===== config.mk =====
export PLATFORM = sky130hd
export DESIGN_NAME = div_iter
export DESIGN_NICKNAME = d
export VERILOG_FILES = /design/src/rtl/div_iter_pkg.sv /design/src/rtl/div_step.sv /design/src/rtl/div_iter.sv
export SDC_FILE = /design/constraint.sdc
export NUM_CORES = 1
export LEC_CHECK = 0
export CAP_MARGIN = 20
export CORE_ASPECT_RATIO = 0.7
export CORE_MARGIN = 2
export CORE_UTILIZATION = 50
export DETAILED_ROUTE_END_ITERATION = 6
export GPL_TIMING_DRIVEN = 0
export PLACE_DENSITY = 0.75
export REMOVE_ABC_BUFFERS = 1
export SLEW_MARGIN = 20
export SYNTH_ARGS = -nofsm -noshare
export SYNTH_HDL_FRONTEND = slang
export SYNTH_SLANG_ARGS = --single-unit

===== constraint.sdc =====
create_clock -name clk -period 8.45 [get_ports clk]
set_clock_uncertainty 0.05 [all_clocks]
set_input_delay 1.2675 -clock clk [delete_from_list [all_inputs] [get_ports clk]]
set_output_delay 1.2675 -clock clk [all_outputs]
set_load 0.03 [all_outputs]

===== src/rtl/div_iter_pkg.sv =====
// Shared types for the iterative divider.
// State encoding and operand widths.
package div_iter_pkg;
  localparam int DIV_WIDTH = 32;

  typedef logic [31:0] i32;
  typedef logic [63:0] i64;

  typedef enum logic [1:0] {
    IDLE,
    BUSY,
    DONE
  } div_state_t;
endpackage


===== src/rtl/div_step.sv =====
// One restoring radix-2 division iteration.
// Purely combinational shift/compare/subtract.
module div_step
  import div_iter_pkg::*;
#(
  parameter int WIDTH = DIV_WIDTH
) (
  input  logic [WIDTH-1:0] rem,
  input  logic [WIDTH-1:0] quo,
  input  logic [WIDTH-1:0] b,
  output logic [WIDTH-1:0] rem_n,
  output logic [WIDTH-1:0] quo_n
);

  logic [WIDTH:0] rem_sh;

  // Shifted remainder carries out bit WIDTH, so compare on WIDTH+1 bits.
  assign rem_sh = {rem, quo[WIDTH-1]};

  always_comb begin
    rem_n = rem_sh[WIDTH-1:0];
    quo_n = {quo[WIDTH-2:0], 1'b0};
    if (rem_sh >= {1'b0, b}) begin
      rem_n    = rem_sh[WIDTH-1:0] - b;
      quo_n[0] = 1'b1;
    end
  end

endmodule


===== src/rtl/div_iter.sv =====
// Multi-cycle unsigned restoring divider.
// Returns c = {remainder, quotient} with a one-cycle done pulse.
module div_iter
  import div_iter_pkg::*;
#(
  parameter int WIDTH = DIV_WIDTH
) (
  input  logic               clk,
  input  logic               resetn,
  input  logic               valid,
  input  logic [WIDTH-1:0]   a,
  input  logic [WIDTH-1:0]   b,
  output logic               done,
  output logic [2*WIDTH-1:0] c
);

  localparam int CNT_W = $clog2(WIDTH) + 1;

  div_state_t       state;
  div_state_t       state_n;
  logic [WIDTH-1:0] rem;
  logic [WIDTH-1:0] quo;
  logic [WIDTH-1:0] bq;
  logic [CNT_W-1:0] cnt;
  logic [WIDTH-1:0] rem_n;
  logic [WIDTH-1:0] quo_n;
  logic [2*WIDTH-1:0] c_q;
  logic             last;

  assign last = (cnt == CNT_W'(1));

  div_step #(
    .WIDTH(WIDTH)
  ) u_step (
    .rem  (rem),
    .quo  (quo),
    .b    (bq),
    .rem_n(rem_n),
    .quo_n(quo_n)
  );

  always_comb begin
    state_n = state;
    unique case (state)
      IDLE: if (valid) state_n = BUSY;
      BUSY: begin
        if (!valid)
          state_n = IDLE;
        else if (last)
          state_n = DONE;
      end
      DONE: state_n = IDLE;
      default: state_n = IDLE;
    endcase
  end

  always_ff @(posedge clk or negedge resetn) begin
    if (!resetn) begin
      state <= IDLE;
      rem   <= '0;
      quo   <= '0;
      bq    <= '0;
      cnt   <= '0;
      c_q   <= '0;
    end else begin
      state <= state_n;
      unique case (state)
        IDLE: begin
          if (valid) begin
            rem <= '0;
            quo <= a;
            bq  <= b;
            cnt <= CNT_W'(WIDTH);
          end
        end
        BUSY: begin
          // Dropping valid mid-op aborts without touching c.
          if (valid) begin
            rem <= rem_n;
            quo <= quo_n;
            cnt <= cnt - CNT_W'(1);
            if (last)
              c_q <= {rem_n, quo_n};
          end
        end
        default: ;
      endcase
    end
  end

  assign done = (state == DONE);
  assign c    = c_q;

endmodule


==> impl_metrics.toml, run 1 <==
[drt]
wirelength_um = 21800
detail-route-antenna-nets = 0
wl_per_cell_um = 16.3
viasPerCell = 5.46
drt_first_pass_iters = 5
drcViolationCount = 0
detailroute.via_count = 7291
drt_iter0_drc = 660

[critical_path]
arrival_ps = 4470
required_ps = 8750
setup.worst_path.class = "primary input to register"
endpoint_kind = "register"
crit_fanout = 57
start_kind = "primary input"

[sta]
fin_hold_ws_ps = 422
max_freq_mhz = 240
setup_viol = 0
worst_slack_ps = 4280
maxSlewHeadroom_pct = 35.1
rsz0062_at_grt = "no"
tightest_slew_ps = 972
post-route-period-util_pct = 49.3
slew_violations = 0
hold_viol = 0
period_needed_ps = 4170

[logic_synthesis]
yosysMostFrequentCell = "nand2_1"
synth-edff-count = 0
ys.flop_type = "dfrtp_1"
synth_seq_area_share_pct = 47.3
synthAdderAreaFrac_pct = 5.01
ys_async_sr_fraction_pct = 100
synth_top_cell_area_share_pct = 47.3
avgSynthCellArea_um2 = 8.99
synth-simple-area-share_pct = 16.5
synth-seq-cells = 168
ys_types = 65
synthTopCellsByCount = "253 x nand2_1, 168 x dfrtp_1, 125 x o21ai_0"
yosysWarningCount = 0
synthMuxAreaShare_pct = 7.02
synthXorXnorAreaFrac_pct = 2.46
synth_top_family_by_area = "compound AO/OA/AOI/OAI gates"
synth_top_cell_by_area = "dfrtp_1"
syn_area_um2 = 8900
synthTopCellsByArea = "dfrtp_1 47%, nand2_1 11%, o21ai_0 7.0%"
synthCells = 990
synth_compound_area_share_pct = 16.9

[die]
start_util_pct = 51.5
die_y_um = 116
num_rows = 40
io_pins = 132
die_w_um = 163
design.die.area_um2 = 18900
core-area_um2 = 17300

[cts]
htree_levels = 4
clock-sinks = 168
cts_resized = 0
root_buffer = "clkbuf_16"
post_cts_buffers = 0
cts.path.max_buffers = 2
cts_tree = "done"
ctsHoldBuffers = 0
clk_pin_slew_worst_paths_ps = 70
insertion_delay_ps = 440
numCtsBuffers = 17

[pwr]
seqPwrFrac_pct = 29.7
power_frac_comb_pct = 49.8
p_sw_mw = 1.68
power.leakage_nw = 5.08
p_per_area_nw_per_um2 = 355
intPower_mw = 2.25
peakVddDrop_v = 0.000157
p_clk_share_pct = 20.5
switching_share_pct = 42.7

[finish]
drive_above_1_share_pct = 5.53
n_fill_cell = 1498
multi_input_area_um2 = 4290
diodes = 0
seq_area_um2 = 4210
area_delta_synth_final_pct = 24.3
layout.nets = 1193

[run_status]
status = "finished clean"

[global_route]
antenna_found_initial = 0
grt_use_total_pct = 24.2
gr-total-overflow = 0
grt_max_degree = 96
grt_pass1_vias = 6965
grt_pass1_wl_um = 36100

[placement]
dp_hpwl_um = 15300
place_ws_ps = 3810
gp_congestion = 0.929
portBuffers = 131

[worst_hold_path]
min_path_type = "register to register"

[flow_run]
maxCapViolations = 0
-- per-stage QoR --
step | area [um2] | total power [mW] | util [%] | cells | TNS [ps]
detailed placement | 10500 | 3.11 | 60.5 | 1303 | 0
CTS | 11100 | 3.93 | 64.1 | 1335 | 0
global placement | 10200 | 3.04 | 59.3 | 1297 | -137350
finish | 11100 | 3.93 | 64.1 | 1335 | 0
global route | 11100 | 4.19 | 64.1 | 1335 | 0
floorplan | 8650 | 2.49 | - | 935 | 0
-- cells in the final DEF (no fill, tap or decap), types with 8 or more instances in the layout --
cell type,netlist,routed
o21ai_1,15,15
dfrtp_1,168,167
xor2_1,8,8
o21ai_0,125,125
nor3_1,10,10
clkbuf_16,0,17
inv_1,48,47
ha_1,34,34
clkdlybuf4s50_1,0,130
nand3_1,18,18
a21o_1,11,11
xnor2_1,17,17
mux2i_1,59,59
nand4_1,11,11
a21oi_1,32,32
a211oi_1,10,10
nand2_1,253,252
o211ai_1,9,9
nor2_1,24,23
-- sequential cells by signal (all words and copies together), names as in the netlist --
name and cells:
state 2, quo 32, bq 32, c 64, cnt 6, rem 32
-- final cells by class --
type / instances / share of cell area, %
Inverter: 48 / 1.63
Clock inverter: 15 / 1.65
Tap cell: 231 / 2.61
Sequential cell: 168 / 38.0
Timing Repair Buffer: 137 / 13.4
Clock buffer: 17 / 3.85
Multi-Input combinational cell: 719 / 38.8
-- routing by layer --
layer,track usage [%],share of wire (%),up-vias,wire length (um)
li1,-,-,3603,-
met1,36.8,51,3479,11200
met2,36.0,43,192,9290
met3,4.33,5.3,17,1150
met4,6.08,0.89,0,194
met5,0,0,-,0
-- critical path, stage by stage --
cell and delay (ps):
clkdlybuf4s50_1 520, nor2b_2 710, nand2_4 460, buf_16 340, inv_2 560, nand2_1 300
o211ai_1 270
-- path summary, 6_finish.rpt --
kind | cells past startpoint | slack [ps] | startpoint | endpoint
worst min register to register | 2 | 420 | c[15]$_DFFE_PN0P_ | c[15]$_DFFE_PN0P_
worst min-delay path | 2 | 420 | c[15]$_DFFE_PN0P_ | c[15]$_DFFE_PN0P_
worst max-delay path | 7 | 4280 | valid | c[62]$_DFFE_PN0P_
max in group asynchronous | 2 | 6760 | resetn | c[28]$_DFFE_PN0P_
worst max register to register | 9 | 4900 | rem[15]$_DFFE_PN0P_ | rem[14]$_DFFE_PN0P_
min in group asynchronous | 1 | 730 | resetn | c[4]$_DFFE_PN0P_
-- kinds of logic after synthesis --
group                      after synthesis
DFF                                    168
adders and majority gates               35
and+or+nand+nor                        349
muxes                                   62
xor gates and xnor gates                25
AOI/OAI and AO/OA                      248
buffers and inverters                  103
-- power groups by stage --
stage	Clock [mW]	Combinational, mW	Sequential [mW]
global route	0.854	2.14	1.20
CTS	0.817	1.94	1.17
finish	0.807	1.96	1.17
global placement	0	1.86	1.17
floorplan	0	1.15	1.34
detailed placement	0	1.93	1.18
(Power assumes the default switching activity.)
==> run 2, diff against run 1 <==
PLACE_DENSITY = 0.77   (was 0.75)
clock period = 3.5 ns   (was 8.45 ns; I/O delays follow)
==> run 2 against run 1 <==
  * The run now ends with negative hold slack left
  * Utilization shrank 0.20 points
  * Setup slack lost 4100 ps
  * Final cell count grew 0.15%
  * Final area shrank 0.31%
  * Sequential power grew 140%
  * Count of clock-buffer cells in the layout grew 1
  * First-iteration DRC count shrank 2.1%
  * Flip-flop and latch count is the same
  * Die area is the same
  * Via count grew 0.81%
  * Power grew 140%
  * Sequential share of layout area grew 0.12 points
  * Critical path type is now register to register
  * Critical endpoint is now rem[28]$_DFFE_PN0P_
  * Highest routed layer unchanged
==> impl_metrics.toml, run 2 (synthesized netlist as in run 1, its figures left out) <==
[pwr]
power_frac_comb_pct = 50.5
intPower_mw = 5.35
p_per_area_nw_per_um2 = 850
p_clk_share_pct = 19.4
peakVddDrop_v = 0.000345
p_sw_mw = 4.02
power.leakage_nw = 5.07
seqPwrFrac_pct = 30.1
switching_share_pct = 42.9

[global_route]
gr-total-overflow = 0
grt_max_degree = 100
grt_pass1_wl_um = 34800
grt_pass1_vias = 7039
grt_use_total_pct = 23.4
antenna_found_initial = 0

[drt]
detail-route-antenna-nets = 0
detailroute.via_count = 7350
wl_per_cell_um = 15.9
drt_first_pass_iters = 5
drcViolationCount = 0
viasPerCell = 5.50
drt_iter0_drc = 646
wirelength_um = 21300

[sta]
setup_viol = 0
period_needed_ps = 3350
post-route-period-util_pct = 95.7
max_freq_mhz = 299
hold_viol = 12
slew_violations = 0
rsz0062_at_grt = "no"
tightest_slew_ps = 932
fin_hold_ws_ps = -29.7
maxSlewHeadroom_pct = 37.7
worst_slack_ps = 152

[cts]
cts.path.max_buffers = 2
clk_pin_slew_worst_paths_ps = 70
htree_levels = 4
insertion_delay_ps = 430
root_buffer = "clkbuf_16"
numCtsBuffers = 17
cts_tree = "done"
clock-sinks = 168

[worst_hold_path]
min_path_type = "primary input to async pin"

[critical_path]
arrival_ps = 3580
worstPathCellList = "ha_1 -> nand4_1 -> or3_1 -> a211oi_1 -> a211oi_2 -> a2111oi_0 -> a311oi_1 -> mux2i_1 -> o21ai_1"
required_ps = 3730
crit_fanout = 11
worst_path_dominant_cell_family = "compound AO/OA/AOI/OAI gates"
cpMaxStageDelayCell = "ha_1"
start_kind = "register"
critical_path_buf_inv_count = 0
critPathMaxStageDelay_ps = 520
ff2ff_path_depth = 9
setup.worst_path.class = "register to register"
endpoint_kind = "register"
path_depth = 9

[die]
die_w_um = 163
start_util_pct = 51.5
core-area_um2 = 17300
design.die.area_um2 = 18900
num_rows = 40
io_pins = 132
die_y_um = 116

[finish]
utilization_pct = 63.9
layout.nets = 1195
area_delta_synth_final_pct = 24.0
layout_commonest_cell = "nand2_1"
largest_reg_flops = 64
mostFrequentLayoutCells = "252 x nand2_1, 167 x dfrtp_1, 130 x clkdlybuf4s50_1"
drive_above_1_share_pct = 5.97
diodes = 0
final_cells = 1337

[placement]
dp_cells = 1302
gp_congestion = 0.949
dp_hpwl_um = 15200
portBuffers = 131
place_ws_ps = -230

[run_status]
violations = "negative hold slack"
status = "finished with violations"

[flow_run]
maxCapViolations = 0
## run 2: cell type report
class	count	area, um2
Multi-Input combinational cell	719	4310
Clock inverter	14	131
Inverter	48	180
Tap cell	231	289
Timing Repair Buffer	139	1470
Fill cell	1447	6240
Clock buffer	18	439
Sequential cell	168	4210
## run 2: final timing paths
check / startpoint / to / slack (ps)
setup / recovery: rem[12]$_DFFE_PN0P_ / rem[28]$_DFFE_PN0P_ / 150
hold / removal: resetn / c[4]$_DFFE_PN0P_ / -30
setup reg to reg: rem[12]$_DFFE_PN0P_ / rem[28]$_DFFE_PN0P_ / 150
hold reg to reg: c[28]$_DFFE_PN0P_ / c[28]$_DFFE_PN0P_ / 420
max in group asynchronous: resetn / rem[1]$_DFFE_PN0P_ / 2550
min in group clk: c[28]$_DFFE_PN0P_ / c[28]$_DFFE_PN0P_ / 420
## run 2: through the flow
step	setup TNS [ps]	total power, mW	hold slack [ps]	area (um2)
finish	0	9.37	-29.7	11000
global route	0	10.0	26.3	11000
CTS	0	9.31	7.79	11000
detailed placement	-713	7.47	412	10400
global placement	-1127860	7.31	408	10200
floorplan	-54520	6.00	179	8650
## run 2: metal layers
| metal | up-vias | share of wire (%) | global-route usage (%) |
|---|---|---|---|
| li1 | 3615 | - | - |
| met1 | 3486 | 51 | 35.2 |
| met2 | 223 | 42 | 34.3 |
| met3 | 26 | 5.8 | 4.62 |
| met4 | 0 | 1.5 | 6.84 |
| met5 | - | 0 | 0 |
## run 2: worst reg2reg max path, stage by stage, from the launching register on
cell,delay (ps)
dfrtp_1,400
ha_1,520
nand4_1,240
or3_1,420
a211oi_1,530
a211oi_2,170
a2111oi_0,440
a311oi_1,120
mux2i_1,230
o21ai_1,80
## run 2: power groups by stage
| stage | registers, mW | logic (mW) | clock network, mW |
|---|---|---|---|
| floorplan | 3.24 | 2.77 | 0 |
| finish | 2.82 | 4.73 | 1.82 |
| detailed placement | 2.85 | 4.62 | 0 |
| CTS | 2.82 | 4.65 | 1.84 |
| global route | 2.89 | 5.18 | 1.94 |
| global placement | 2.83 | 4.47 | 0 |
## run 2: timing repair
| action | CTS | global route |
|---|---|---|
| endpoints found under the setup margin | 0 | 41 |
| resized for setup | 0 | 4 |
| setup buffers | 0 | 3 |
| hold buffers | 0 | 0 |
==> run 3, diff against run 2 <==
CORE_UTILIZATION = 49   (was 50)
PLACE_DENSITY = 0.76   (was 0.77)
SLEW_MARGIN = unset   (was 20)
==> run 3 against run 2 <==
  * The flow still finishes with violations (negative hold slack)
  * Routed wire length grew 0.67%
  * Clock power grew 3%
  * Sequential power barely moved
  * Sequential share of layout area shrank 0.13 points
  * Worst hold slack improved by 11 ps
  * Combinational power about the same
  * Non-clock buffer count is 1 higher
  * Count of clock-buffer cells in the layout did not move
  * Final cell count is 0.45% higher
  * First-iteration DRC count down 11%
  * Die area rose by 2.0%
  * Critical path type unchanged
  * Utilization down 2.1 points
==> impl_metrics.toml, run 3 (synthesized netlist as in run 1, its figures left out) <==
[run_status]
status = "finished with violations"
violations = "negative hold slack"

[global_route]
gr-total-overflow = 0
grt_pass1_wl_um = 35300
grt_pass1_vias = 7002
grt_use_total_pct = 23.4
antenna_found_initial = 0
grt_max_degree = 101

[pwr]
peakVddDrop_v = 0.000466
power_frac_comb_pct = 50.1
power.leakage_nw = 5.08
p_per_area_nw_per_um2 = 851
intPower_mw = 5.40
p_clk_share_pct = 20.0
p_sw_mw = 4.01
switching_share_pct = 42.6
seqPwrFrac_pct = 29.9

[placement]
portBuffers = 131
gp_congestion = 0.930
dp_cells = 1309
dp_hpwl_um = 15000

[die]
core-area_um2 = 17900
io_pins = 132
num_rows = 41
design.die.area_um2 = 19300
start_util_pct = 49.7
die_y_um = 117
die_w_um = 165

[finish]
layout.nets = 1196
final_cells = 1343
area_delta_synth_final_pct = 24.3
largest_reg_flops = 64
layout_commonest_cell = "nand2_1"
diodes = 0
drive_above_1_share_pct = 5.78
mostFrequentLayoutCells = "252 x nand2_1, 167 x dfrtp_1, 130 x clkdlybuf4s50_1"

[drt]
drcViolationCount = 0
wl_per_cell_um = 16.0
detailroute.via_count = 7306
drt_iter0_drc = 575
detail-route-antenna-nets = 0
drt_first_pass_iters = 5
wirelength_um = 21400
viasPerCell = 5.44

[critical_path]
ff2ff_path_depth = 12
setup.worst_path.class = "register to register"
crit_fanout = 4
arrival_ps = 3550
reg2reg_from = "quo[31]$_DFFE_PN0P_"
timing.rr.end = "c[62]$_DFFE_PN0P_"
start_kind = "register"
required_ps = 3760
reg2reg_slack_ps = 210
endpoint_kind = "register"

[flow_run]
maxCapViolations = 0

[sta]
rsz0062_at_grt = "no"
fin_hold_ws_ps = -18.2
maxSlewHeadroom_pct = 36.6
tightest_slew_ps = 951
post-route-period-util_pct = 94.1
period_needed_ps = 3290
fin_setup_tns_ps = 0
slew_violations = 0
max_freq_mhz = 304
hold_viol = 21
setup_viol = 0

[cts]
root_buffer = "clkbuf_16"
htree_levels = 4
cts.path.max_buffers = 2
cts_tree = "done"
clk_pin_slew_worst_paths_ps = 70
numCtsBuffers = 17
insertion_delay_ps = 440
clock-sinks = 168

[worst_hold_path]
min_path_type = "primary input to async pin"
## run 3: worst max-delay path by stage
stage | start | to
3_3_place_gp | resetn | bq[8]$_DFFE_PN0P_
6_report | quo[31]$_DFFE_PN0P_ | c[62]$_DFFE_PN0P_
2_1_floorplan | valid | bq[0]$_DFFE_PN0P_
3_5_place_dp | valid | c[58]$_DFFE_PN0P_
4_1_cts | valid | c[58]$_DFFE_PN0P_
5_1_grt | quo[31]$_DFFE_PN0P_ | c[62]$_DFFE_PN0P_
## run 3: cell type report
type / count / area [um2]
clock buffers: 18 / 429
multi-input cells: 719 / 4300
inverters: 48 / 184
well taps: 236 / 295
flip-flops and latches: 168 / 4210
clock inverters: 14 / 153
repair buffers: 140 / 1490
fillers: 1515 / 6850
## run 3: routing by layer
metal	global-route usage, %	part of all wire [%]	vias up
met5	0	0	-
met4	6.90	1.4	0
met3	4.08	4.8	24
met2	35.1	43	184
met1	34.8	51	3473
li1	-	-	3625
## run 3: metrics by stage
| step | power [mW] | cell area [um2] | hold slack [ps] | utilization (%) | worst slack (ps) |
|---|---|---|---|---|---|
| after floorplan | 6.00 | 8650 | 179 | - | -1020 |
| after global placement | 7.31 | 10300 | 407 | 57.3 | -4980 |
| after detailed placement | 7.46 | 10500 | 412 | 58.4 | -416 |
| after CTS | 9.37 | 11000 | 2.48 | 61.6 | 4.54 |
| after global routing | 10.0 | 11100 | 10.7 | 61.8 | 27.3 |
| final | 9.40 | 11100 | -18.2 | 61.8 | 208 |
## run 3: repair_timing
| item | CTS | global route |
|---|---|---|
| setup endpoints to repair | 0 | 67 |
| resized for setup | 0 | 3 |
| hold buffers | 0 | 0 |
| setup buffers | 0 | 2 |
## run 3: power by group through the flow
stage          Clock (mW)  Combinational, mW  Sequential (mW)
2_1_floorplan           0               2.77             3.24
3_3_place_gp            0               4.48             2.83
3_5_place_dp            0               4.62             2.84
4_1_cts              1.91               4.65             2.81
5_1_grt              2.00               5.17             2.88
6_report             1.88               4.71             2.81
## run 3: critical path, cell delays in order, from the launching register on
cell,delay (ps)
dfrtp_1,390
inv_1,90
ha_1,150
inv_1,50
fa_1,400
a21o_1,220
a221oi_2,380
nand2b_1,190
a211oi_1,180
a2111o_1,500
a41oi_2,220
xor2_1,220
o211ai_1,120
